File: src/rtl/ctrl_pkg.sv
// Shared encodings and control-bundle types for the RV32I pipelined control unit.
package ctrl_pkg;

   localparam logic [6:0] OP_LOAD   = 7'b0000011;
   localparam logic [6:0] OP_STORE  = 7'b0100011;
   localparam logic [6:0] OP_R      = 7'b0110011;
   localparam logic [6:0] OP_I      = 7'b0010011;
   localparam logic [6:0] OP_BRANCH = 7'b1100011;
   localparam logic [6:0] OP_JAL    = 7'b1101111;
   localparam logic [6:0] OP_JALR   = 7'b1100111;
   localparam logic [6:0] OP_LUI    = 7'b0110111;
   localparam logic [6:0] OP_AUIPC  = 7'b0010111;

   typedef enum logic [2:0] {
      IMM_I = 3'b000,
      IMM_S = 3'b001,
      IMM_B = 3'b010,
      IMM_J = 3'b011,
      IMM_U = 3'b100
   } imm_src_e;

   typedef enum logic [1:0] {
      ASRC_RS2 = 2'b00,
      ASRC_IMM = 2'b01,
      ASRC_PC  = 2'b10
   } alu_src_e;

   typedef enum logic [1:0] {
      RES_ALU = 2'b00,
      RES_MEM = 2'b01,
      RES_PC4 = 2'b10,
      RES_IMM = 2'b11
   } result_src_e;

   typedef enum logic [2:0] {
      ALU_ADD = 3'b000,
      ALU_SUB = 3'b001,
      ALU_AND = 3'b010,
      ALU_OR  = 3'b011,
      ALU_SLT = 3'b101
   } alu_ctrl_e;

   typedef enum logic [1:0] {
      ALUOP_ADD   = 2'b00,
      ALUOP_SUB   = 2'b01,
      ALUOP_FUNCT = 2'b10
   } alu_op_e;

   typedef struct packed {
      logic        reg_write;
      logic        mem_write;
      logic        branch;
      logic        jump;
      logic        jalr;
      alu_src_e    alu_src;
      alu_ctrl_e   alu_ctrl;
      result_src_e result_src;
   } ex_ctrl_t;

   typedef struct packed {
      logic        reg_write;
      logic        mem_write;
      result_src_e result_src;
   } mem_ctrl_t;

   typedef struct packed {
      logic        reg_write;
      result_src_e result_src;
   } wb_ctrl_t;

endpackage

File: src/rtl/ctrl_pipe_if.sv
// ID-stage decode inputs, hazard controls and per-stage control outputs.
interface ctrl_pipe_if #(
   parameter int unsigned CNT_W = 8
);
   logic [6:0]       op;
   logic [2:0]       funct3;
   logic             funct7b5;
   logic             stall_e;
   logic             flush_e;
   logic [2:0]       ImmSrcD;
   logic             illegal_d;
   logic             RegWriteE;
   logic             MemWriteE;
   logic             BranchE;
   logic             JumpE;
   logic             JalrE;
   logic [1:0]       ALUSrcE;
   logic [2:0]       ALUControlE;
   logic [1:0]       ResultSrcE;
   logic             RegWriteM;
   logic             MemWriteM;
   logic [1:0]       ResultSrcM;
   logic             RegWriteW;
   logic [1:0]       ResultSrcW;
   logic [CNT_W-1:0] illegal_cnt;

   modport master (
      output op, funct3, funct7b5, stall_e, flush_e,
      input  ImmSrcD, illegal_d,
      input  RegWriteE, MemWriteE, BranchE, JumpE, JalrE, ALUSrcE, ALUControlE, ResultSrcE,
      input  RegWriteM, MemWriteM, ResultSrcM,
      input  RegWriteW, ResultSrcW,
      input  illegal_cnt
   );

   modport slave (
      input  op, funct3, funct7b5, stall_e, flush_e,
      output ImmSrcD, illegal_d,
      output RegWriteE, MemWriteE, BranchE, JumpE, JalrE, ALUSrcE, ALUControlE, ResultSrcE,
      output RegWriteM, MemWriteM, ResultSrcM,
      output RegWriteW, ResultSrcW,
      output illegal_cnt
   );
endinterface

File: src/rtl/ctrl_decode.sv
// Combinational main + ALU decode; U-type and JALR support gated by parameters.
module ctrl_decode
   import ctrl_pkg::*;
#(
   parameter bit SUPPORT_U    = 1'b1,
   parameter bit SUPPORT_JALR = 1'b1
) (
   input  logic [6:0] i_op,
   input  logic [2:0] i_funct3,
   input  logic       i_funct7b5,
   output ex_ctrl_t   o_ctrl,
   output imm_src_e   o_imm_src,
   output logic       o_illegal
);

   ex_ctrl_t w_ctrl;
   imm_src_e w_imm;
   alu_op_e  w_alu_op;
   logic     w_illegal;

   always_comb begin
      w_ctrl    = '0;
      w_imm     = IMM_I;
      w_alu_op  = ALUOP_ADD;
      w_illegal = 1'b0;
      case (i_op)
         OP_LOAD: begin
            w_ctrl.reg_write  = 1'b1;
            w_ctrl.alu_src    = ASRC_IMM;
            w_ctrl.result_src = RES_MEM;
         end
         OP_STORE: begin
            w_ctrl.mem_write = 1'b1;
            w_imm            = IMM_S;
            w_ctrl.alu_src   = ASRC_IMM;
         end
         OP_R: begin
            w_ctrl.reg_write = 1'b1;
            w_alu_op         = ALUOP_FUNCT;
         end
         OP_I: begin
            w_ctrl.reg_write = 1'b1;
            w_ctrl.alu_src   = ASRC_IMM;
            w_alu_op         = ALUOP_FUNCT;
         end
         OP_BRANCH: begin
            w_ctrl.branch = 1'b1;
            w_imm         = IMM_B;
            w_alu_op      = ALUOP_SUB;
         end
         OP_JAL: begin
            w_ctrl.reg_write  = 1'b1;
            w_ctrl.jump       = 1'b1;
            w_imm             = IMM_J;
            w_ctrl.result_src = RES_PC4;
         end
         OP_JALR: begin
            if (SUPPORT_JALR) begin
               w_ctrl.reg_write  = 1'b1;
               w_ctrl.jump       = 1'b1;
               w_ctrl.jalr       = 1'b1;
               w_ctrl.alu_src    = ASRC_IMM;
               w_ctrl.result_src = RES_PC4;
            end else begin
               w_illegal = 1'b1;
            end
         end
         OP_LUI: begin
            if (SUPPORT_U) begin
               w_ctrl.reg_write  = 1'b1;
               w_imm             = IMM_U;
               w_ctrl.result_src = RES_IMM;
            end else begin
               w_illegal = 1'b1;
            end
         end
         OP_AUIPC: begin
            if (SUPPORT_U) begin
               w_ctrl.reg_write = 1'b1;
               w_imm            = IMM_U;
               w_ctrl.alu_src   = ASRC_PC;
            end else begin
               w_illegal = 1'b1;
            end
         end
         default: w_illegal = 1'b1;
      endcase

      // op[5] separates R-type from I-type: only R-type honours funct7b5 for sub
      case (w_alu_op)
         ALUOP_SUB: w_ctrl.alu_ctrl = ALU_SUB;
         ALUOP_FUNCT: begin
            case (i_funct3)
               3'b000:  w_ctrl.alu_ctrl = (i_op[5] && i_funct7b5) ? ALU_SUB : ALU_ADD;
               3'b010:  w_ctrl.alu_ctrl = ALU_SLT;
               3'b110:  w_ctrl.alu_ctrl = ALU_OR;
               3'b111:  w_ctrl.alu_ctrl = ALU_AND;
               default: w_ctrl.alu_ctrl = ALU_ADD;
            endcase
         end
         default: w_ctrl.alu_ctrl = ALU_ADD;
      endcase
   end

   always_comb begin
      o_ctrl    = w_ctrl;
      o_imm_src = w_imm;
      o_illegal = w_illegal;
      if (w_illegal) begin
         o_ctrl    = '0;
         o_imm_src = IMM_I;
      end
   end

endmodule

File: src/rtl/ctrl_pipe.sv
// Pipelined control unit: ID decode carried through ID/EX, EX/MEM and MEM/WB,
// with flush/stall on ID/EX and a saturating count of illegal opcodes entering EX.
module ctrl_pipe
   import ctrl_pkg::*;
#(
   parameter bit          SUPPORT_U    = 1'b1,
   parameter bit          SUPPORT_JALR = 1'b1,
   parameter int unsigned CNT_W        = 8
) (
   input  logic           clk,
   input  logic           rst,
   ctrl_pipe_if.slave     bus
);

   ex_ctrl_t         w_dec;
   imm_src_e         w_imm;
   logic             w_illegal;
   logic             w_load;

   ex_ctrl_t         r_e;
   mem_ctrl_t        r_m;
   wb_ctrl_t         r_w;
   logic [CNT_W-1:0] r_cnt;

   ctrl_decode #(
      .SUPPORT_U    (SUPPORT_U),
      .SUPPORT_JALR (SUPPORT_JALR)
   ) u_decode (
      .i_op       (bus.op),
      .i_funct3   (bus.funct3),
      .i_funct7b5 (bus.funct7b5),
      .o_ctrl     (w_dec),
      .o_imm_src  (w_imm),
      .o_illegal  (w_illegal)
   );

   assign w_load = !bus.flush_e && !bus.stall_e;

   always_ff @(posedge clk) begin
      if (!rst) begin
         r_e   <= '0;
         r_m   <= '0;
         r_w   <= '0;
         r_cnt <= '0;
      end else begin
         if (bus.flush_e) begin
            r_e <= '0;
         end else if (!bus.stall_e) begin
            r_e <= w_dec;
         end
         r_m <= '{reg_write: r_e.reg_write, mem_write: r_e.mem_write, result_src: r_e.result_src};
         r_w <= '{reg_write: r_m.reg_write, result_src: r_m.result_src};
         if (w_load && w_illegal && (r_cnt != '1)) begin
            r_cnt <= r_cnt + CNT_W'(1);
         end
      end
   end

   assign bus.ImmSrcD     = w_imm;
   assign bus.illegal_d   = w_illegal;
   assign bus.RegWriteE   = r_e.reg_write;
   assign bus.MemWriteE   = r_e.mem_write;
   assign bus.BranchE     = r_e.branch;
   assign bus.JumpE       = r_e.jump;
   assign bus.JalrE       = r_e.jalr;
   assign bus.ALUSrcE     = r_e.alu_src;
   assign bus.ALUControlE = r_e.alu_ctrl;
   assign bus.ResultSrcE  = r_e.result_src;
   assign bus.RegWriteM   = r_m.reg_write;
   assign bus.MemWriteM   = r_m.mem_write;
   assign bus.ResultSrcM  = r_m.result_src;
   assign bus.RegWriteW   = r_w.reg_write;
   assign bus.ResultSrcW  = r_w.result_src;
   assign bus.illegal_cnt = r_cnt;

endmodule

File: src/flat_wrapper.sv
// flat-port wrapper written by rule: the top's interface ports become plain ports
module ctrl_pipe_flat import ctrl_pkg::*;
#(
   parameter bit          SUPPORT_U    = 1'b1,
   parameter bit          SUPPORT_JALR = 1'b1,
   parameter int unsigned CNT_W        = 8
)
  (clk, rst, bus_op, bus_funct3, bus_funct7b5, bus_stall_e, bus_flush_e, bus_ImmSrcD, bus_illegal_d, bus_RegWriteE, bus_MemWriteE, bus_BranchE, bus_JumpE, bus_JalrE, bus_ALUSrcE, bus_ALUControlE, bus_ResultSrcE, bus_RegWriteM, bus_MemWriteM, bus_ResultSrcM, bus_RegWriteW, bus_ResultSrcW, bus_illegal_cnt);
  ctrl_pipe_if #(.CNT_W(CNT_W)) bus_i ();
  input  logic clk;
  input  logic rst;
  input wire logic [$bits(bus_i.op)-1:0] bus_op;
  input wire logic [$bits(bus_i.funct3)-1:0] bus_funct3;
  input wire logic [$bits(bus_i.funct7b5)-1:0] bus_funct7b5;
  input wire logic [$bits(bus_i.stall_e)-1:0] bus_stall_e;
  input wire logic [$bits(bus_i.flush_e)-1:0] bus_flush_e;
  output wire logic [$bits(bus_i.ImmSrcD)-1:0] bus_ImmSrcD;
  output wire logic [$bits(bus_i.illegal_d)-1:0] bus_illegal_d;
  output wire logic [$bits(bus_i.RegWriteE)-1:0] bus_RegWriteE;
  output wire logic [$bits(bus_i.MemWriteE)-1:0] bus_MemWriteE;
  output wire logic [$bits(bus_i.BranchE)-1:0] bus_BranchE;
  output wire logic [$bits(bus_i.JumpE)-1:0] bus_JumpE;
  output wire logic [$bits(bus_i.JalrE)-1:0] bus_JalrE;
  output wire logic [$bits(bus_i.ALUSrcE)-1:0] bus_ALUSrcE;
  output wire logic [$bits(bus_i.ALUControlE)-1:0] bus_ALUControlE;
  output wire logic [$bits(bus_i.ResultSrcE)-1:0] bus_ResultSrcE;
  output wire logic [$bits(bus_i.RegWriteM)-1:0] bus_RegWriteM;
  output wire logic [$bits(bus_i.MemWriteM)-1:0] bus_MemWriteM;
  output wire logic [$bits(bus_i.ResultSrcM)-1:0] bus_ResultSrcM;
  output wire logic [$bits(bus_i.RegWriteW)-1:0] bus_RegWriteW;
  output wire logic [$bits(bus_i.ResultSrcW)-1:0] bus_ResultSrcW;
  output wire logic [$bits(bus_i.illegal_cnt)-1:0] bus_illegal_cnt;
  assign bus_i.op = bus_op;
  assign bus_i.funct3 = bus_funct3;
  assign bus_i.funct7b5 = bus_funct7b5;
  assign bus_i.stall_e = bus_stall_e;
  assign bus_i.flush_e = bus_flush_e;
  assign bus_ImmSrcD = bus_i.ImmSrcD;
  assign bus_illegal_d = bus_i.illegal_d;
  assign bus_RegWriteE = bus_i.RegWriteE;
  assign bus_MemWriteE = bus_i.MemWriteE;
  assign bus_BranchE = bus_i.BranchE;
  assign bus_JumpE = bus_i.JumpE;
  assign bus_JalrE = bus_i.JalrE;
  assign bus_ALUSrcE = bus_i.ALUSrcE;
  assign bus_ALUControlE = bus_i.ALUControlE;
  assign bus_ResultSrcE = bus_i.ResultSrcE;
  assign bus_RegWriteM = bus_i.RegWriteM;
  assign bus_MemWriteM = bus_i.MemWriteM;
  assign bus_ResultSrcM = bus_i.ResultSrcM;
  assign bus_RegWriteW = bus_i.RegWriteW;
  assign bus_ResultSrcW = bus_i.ResultSrcW;
  assign bus_illegal_cnt = bus_i.illegal_cnt;
  ctrl_pipe #(.SUPPORT_U(SUPPORT_U), .SUPPORT_JALR(SUPPORT_JALR), .CNT_W(CNT_W)) u_core (.clk(clk), .rst(rst), .bus(bus_i));
endmodule
File: config.mk
export PLATFORM = sky130hd
export DESIGN_NAME = ctrl_pipe_flat
export DESIGN_NICKNAME = d
export VERILOG_FILES = /design/src/rtl/ctrl_pkg.sv /design/src/rtl/ctrl_pipe_if.sv /design/src/rtl/ctrl_decode.sv /design/src/rtl/ctrl_pipe.sv /design/src/flat_wrapper.sv
export SDC_FILE = /design/constraint.sdc
export NUM_CORES = 1
export LEC_CHECK = 0
export ABC_CLOCK_PERIOD_IN_PS = 4000
export CAP_MARGIN = 20
export CORE_MARGIN = 3
export CORE_UTILIZATION = 51
export CTS_BUF_LIST = sky130_fd_sc_hd__clkbuf_4 sky130_fd_sc_hd__clkbuf_8
export CTS_CLUSTER_DIAMETER = 60
export DETAILED_ROUTE_END_ITERATION = 16
export GPL_TIMING_DRIVEN = 1
export PLACE_DENSITY = 0.95
export SLEW_MARGIN = 20
export SYNTH_ARGS = -nofsm -noshare
export SYNTH_HDL_FRONTEND = slang
export SYNTH_HIERARCHICAL = 1
export SYNTH_SLANG_ARGS = --single-unit
File: constraint.sdc
create_clock -name clk -period 4 [get_ports clk]
set_input_delay 1 -clock clk [delete_from_list [all_inputs] [get_ports clk]]
set_output_delay 1 -clock clk [all_outputs]
set_load 0.05 [all_outputs]
Word level (Yosys, flattened, before mapping)
Index checks and enable logic that the tools add are counted.

word-level totals
  logic and storage cells = 60
  input port bits = 15
  register bits = 27
  output and inout port bits = 31

operators by class
  $add $sub $neg = 1
  multiplexer cells = 15
  bitwise operators = 1
  equality and inequality tests = 15
  reduce and logical (&&, ||, !) cells = 14

operator list
  operator               number
  $pmux W3 S4            2
  $eq A7 B6 Y1 const B   3
  $eq A7 B7 Y1 const B   3
  $eq A7 B5 Y1 const B   2
  $mux W12               1
  $reduce_or A9 Y1       1
  $add A8 B1 Y8 const B  1
  $ne A8 B8 Y1 const B   1
  $pmux W2 S2            2
  $reduce_or A2 Y1       4
  $eq A7 B2 Y1 const B   1
  $mux W1                7
  $reduce_or A7 Y1       1
  $eq A3 B3 Y1 const B   2
  $pmux W2 S3            1
  $pmux W3 S2            1
  $logic_and A1 B1 Y1    4
  $reduce_or A4 Y1       1
  $eq A3 B2 Y1 const B   1
  $logic_not A3 Y1       1
  $mux W3                1
  $eq A2 B1 Y1 const B   1
  $eq A2 B2 Y1 const B   1
  $logic_not A1 Y1       2
  $not A1 Y1             1

Logic depth before layout (Yosys ltp)
  depth after elaboration = 6
  depth in mapped cells = 10
  gate-level depth less buffers = 9

Cells and area by module
Netlist, hierarchy kept.

modules (own cells, without submodules)
  module       instances  area each (um^2)  cells an instance  seq. area each (um^2)
  ctrl_pipe    1          1041.0            104                540.5
  ctrl_decode  1          365.4             54                 0.0

Worst setup path before layout
OpenSTA, ideal clock, no wires.

  path kind = input to output
  from = input bus_op[2]
  to = output bus_ImmSrcD[0]
  path buffers = 1
  stages = 3
  setup slack = 0.312 ns
  data required time = 3.000 ns
  arrival time = 2.688 ns
  cell sequence = clkbuf_2 -> or3_1 -> a211oi_1

on the way
  cells in the longest elaborated chain, start to end = 4
  elaborated cells on any way between the ends = 13
  classes of those cells = eq/ne (9); mux (2); reduce/logical (2)

RTL lines
  what                                                 line                text
  from (decl)                                          flat_wrapper.sv:12  input wire logic [$bits(bus_i.op)-1:0] bus_op;
  $eq A7 B5 Y1 / $eq A7 B6 Y1 (equally long branches)  ctrl_decode.sv:26   case (i_op)
  $reduce_or A2 Y1 (no line)                           --
  $pmux W3 S4                                          ctrl_decode.sv:26
  $mux W3 (*)                                          ctrl_decode.sv:109  if (w_illegal) begin
  to (decl)                                            flat_wrapper.sv:17  output wire logic [$bits(bus_i.ImmSrcD)-1:0] bus_ImmSrcD;

Every way passes the cells marked *; elsewhere a longest branch is shown, timed or not.

Worst setup path in the final report
  from = input bus_op[5]
  to = output bus_ImmSrcD[1]

The elaborated chain is that of the path after synthesis.

==> flow_summary.yaml <==
timing:
  finalHoldWorstSlack_ps: 480.6
  worst_pin_slew_ps: 830.0
  rsz0062_at_grt: "no"
  relSlewSlack_pct: 44.55
  fmax_mhz: 276.8
  drv_slew: 0
  setup-violations-final: 0
  hold_violations: 0
  skew_ps: 5.186
  period_minus_slack_ps: 3613
  finalCritPeriodShare_pct: 90.32
  setup_tns_ps: 0
critical_path:
  path_class: "in2out"
  crit_path_top_delay_cell: "clkdlybuf4s50_1"
  crit_required_ps: 3000
  cp-end-kind: "primary output"
  cp-start-kind: "primary input"
  critical_path.cell_chain: "clkdlybuf4s50_1, and2b_2, nand2_1, nor3_1, buf_12"
  arrival_ps: 2610
  cp_max_fo: 9
  cpPeakStageDelay_ps: 700
yosys:
  yosysWarnings: 6
  synth_cell_types: 46
  syn_nets: 176
  yosys-top-cells-area: "dfxtp_1 38%, mux2i_1 11%, nor2_1 5.1%"
  synth_top_area_share_pct: 38.43
  synth_top_area_cell: "dfxtp_1"
  synth-seq-cells: 27
  synth_area_um2: 1406
  syn_avg_cell_area_um2: 8.901
  ys_seq_area_share_pct: 38.43
  synth.most_common_cell: "dfxtp_1"
  async_reset_ff_share_pct: 0
  synthTopCellsByCount: "27 x dfxtp_1, 19 x nor2_1, 16 x mux2i_1, 10 x nand2_1, 9 x and2_1"
  synthCells: 158
  ys.flop_type: "dfxtp_1"
  synth_edf_count: 0
pwr:
  peakVddDrop_mv: 0.1731
  power_density_nw_per_um2: 243.8
  finalPower_w: 0.0004612
  p_leak_nw: 0.7014
final_layout:
  drive_gt1_share_pct: 9.645
  multi_input_area_um2: 779.5
  ff_latch_area_um2: 540.5
  n_fill_cell: 191
  diodes: 0
  area_growth_syn_to_layout_pct: 34.52
  final-instance-count-excl-fill: 227
  finalNetCount: 216
  design_area_um2: 1892
die:
  die_h_um: 58.51
  core-area_um2: 2545
  io_pins: 46
  die_x_um: 58.51
  start_util_pct: 55.26
  die_area_um2: 3423
  rows: 18
cts:
  cts_root_buffer: "clkbuf_4"
  clock_sinks: 27
  cts_max_path_buffers: 2
  cts_resized: 0
  cts.clk_slew.worst_paths_ps: 150
  ctsHtreeMaxLevel: 1
  postCtsSetupBuffers: 0
  ctsHoldBuffers: 0
  tritoncts: "done"
  clk_latency_ps: 320
  cts_buffers: 3
detailed_routing:
  drt_iter0_markers: 34
  drtAntennaViolNets: 0
  wl_per_cell_um: 14.35
  detail_route.vias_per_cell: 5.727
  vias: 1300
  drt_pre_antenna_iters: 4
  drcViolationCount: 0
  routed_wl_um: 3258
place:
  gp_congestion: 0.7959
  hpwl_um: 2596
  dp_cells: 223
  portBuffers: 45
  dpl-instance-area_um2: 1862
job:
  drv_cap: 0
global_route:
  grt_pass1_vias: 1273
  antenna_found_initial: 0
  grt.total_usage_pct: 19.21
  grt_max_degree: 17
  grt-ovfl-total: 0
  grt_pass1_wl_um: 5230
run_status:
  status: "completed"
min_path:
  hold_path.class: "reg2reg"
-- area by class of cell --
class,instances,area share [%]
clock buffer,3,1.190
clock inverter,1,0.3968
inverter,3,0.5952
multi-input combinational,116,41.20
sequential,27,28.57
tap,30,1.984
timing repair buffer,47,26.06
-- critical path, delay by kind of cell --
| family | cells | cell delay (ps) |
|---|---|---|
| buf+inv | 2 | 890 |
| simple gates | 3 | 720 |
-- cells by family after synthesis --
| logic type | share of synthesized area (%) |
|---|---|
| compound gates | 11.12 |
| fa+ha+maj | 2.669 |
| xor+xnor | 0.6229 |
| simple gates | 29.63 |
| mux | 11.39 |
| buf+inv | 6.138 |
| flops | 38.43 |
-- power by group --
group | switching, W | internal (W) | total [W]
Combinational | 0.0000374 | 0.0000304 | 0.0000678
Clock | 0.0000828 | 0.0000382 | 0.000121
Sequential | 0.00000175 | 0.000271 | 0.000272
Total | 0.000122 | 0.000339 | 0.000461
-- cells in the final DEF, fill, tap and decap left out, types with 2 or more instances in the layout --
cell type,n
a31oi_1,2
a21oi_1,5
nand2b_1,2
and2_1,9
ha_1,3
nand3_1,4
nor3_1,5
buf_12,3
clkdlybuf4s50_1,41
inv_1,3
or3_1,2
a21boi_0,3
a311oi_1,2
o21ai_0,2
clkbuf_4,3
mux2i_1,16
buf_4,3
nor3b_1,3
a211oi_1,4
and3_1,4
nor2_1,19
nand2_1,10
dfxtp_1,27
-- through the flow --
step                utilization, %  setup WS, ps
detailed placement           73.16         407.2
CTS                          74.34         385.7
global route                 74.34         310.7
finish                       74.34         387.1
floorplan                        -         312.0
global placement             73.16         487.3
-- worst paths after layout --
path,startpoint,end,slack [ps],cells after the start
worst min-delay path,u_core/bus.ResultSrcM[0],u_core/bus.ResultSrcW[0],480,1
worst max-delay path,bus_op[5],bus_ImmSrcD[1],390,5
worst min register to register,u_core/bus.ResultSrcM[0],u_core/bus.ResultSrcW[0],480,1
worst max register to register,u_core/bus.illegal_cnt[0],u_core/bus.illegal_cnt[1],2590,4
-- layer usage --
layer  GRT usage (%)  part of all wire, %  up-vias
li1                -                    -      632
met5               0                    0        -
met2           38.76                   53       56
met3           3.070                  7.8        2
met1           19.78                   40      610
met4           5.629                 0.12        0
-- sequential cells by signal, summed over array words and instances (netlist names) --
register                count
u_core/bus.ALUControlE      3
u_core/bus.ALUSrcE          2
u_core/bus.BranchE          1
u_core/bus.JalrE            1
u_core/bus.JumpE            1
u_core/bus.MemWriteE        1
u_core/bus.MemWriteM        1
u_core/bus.RegWriteE        1
u_core/bus.RegWriteM        1
u_core/bus.RegWriteW        1
u_core/bus.ResultSrcE       2
u_core/bus.ResultSrcM       2
u_core/bus.ResultSrcW       2
u_core/bus.illegal_cnt      8
No activity file was read; power rests on OpenSTA's default activity.
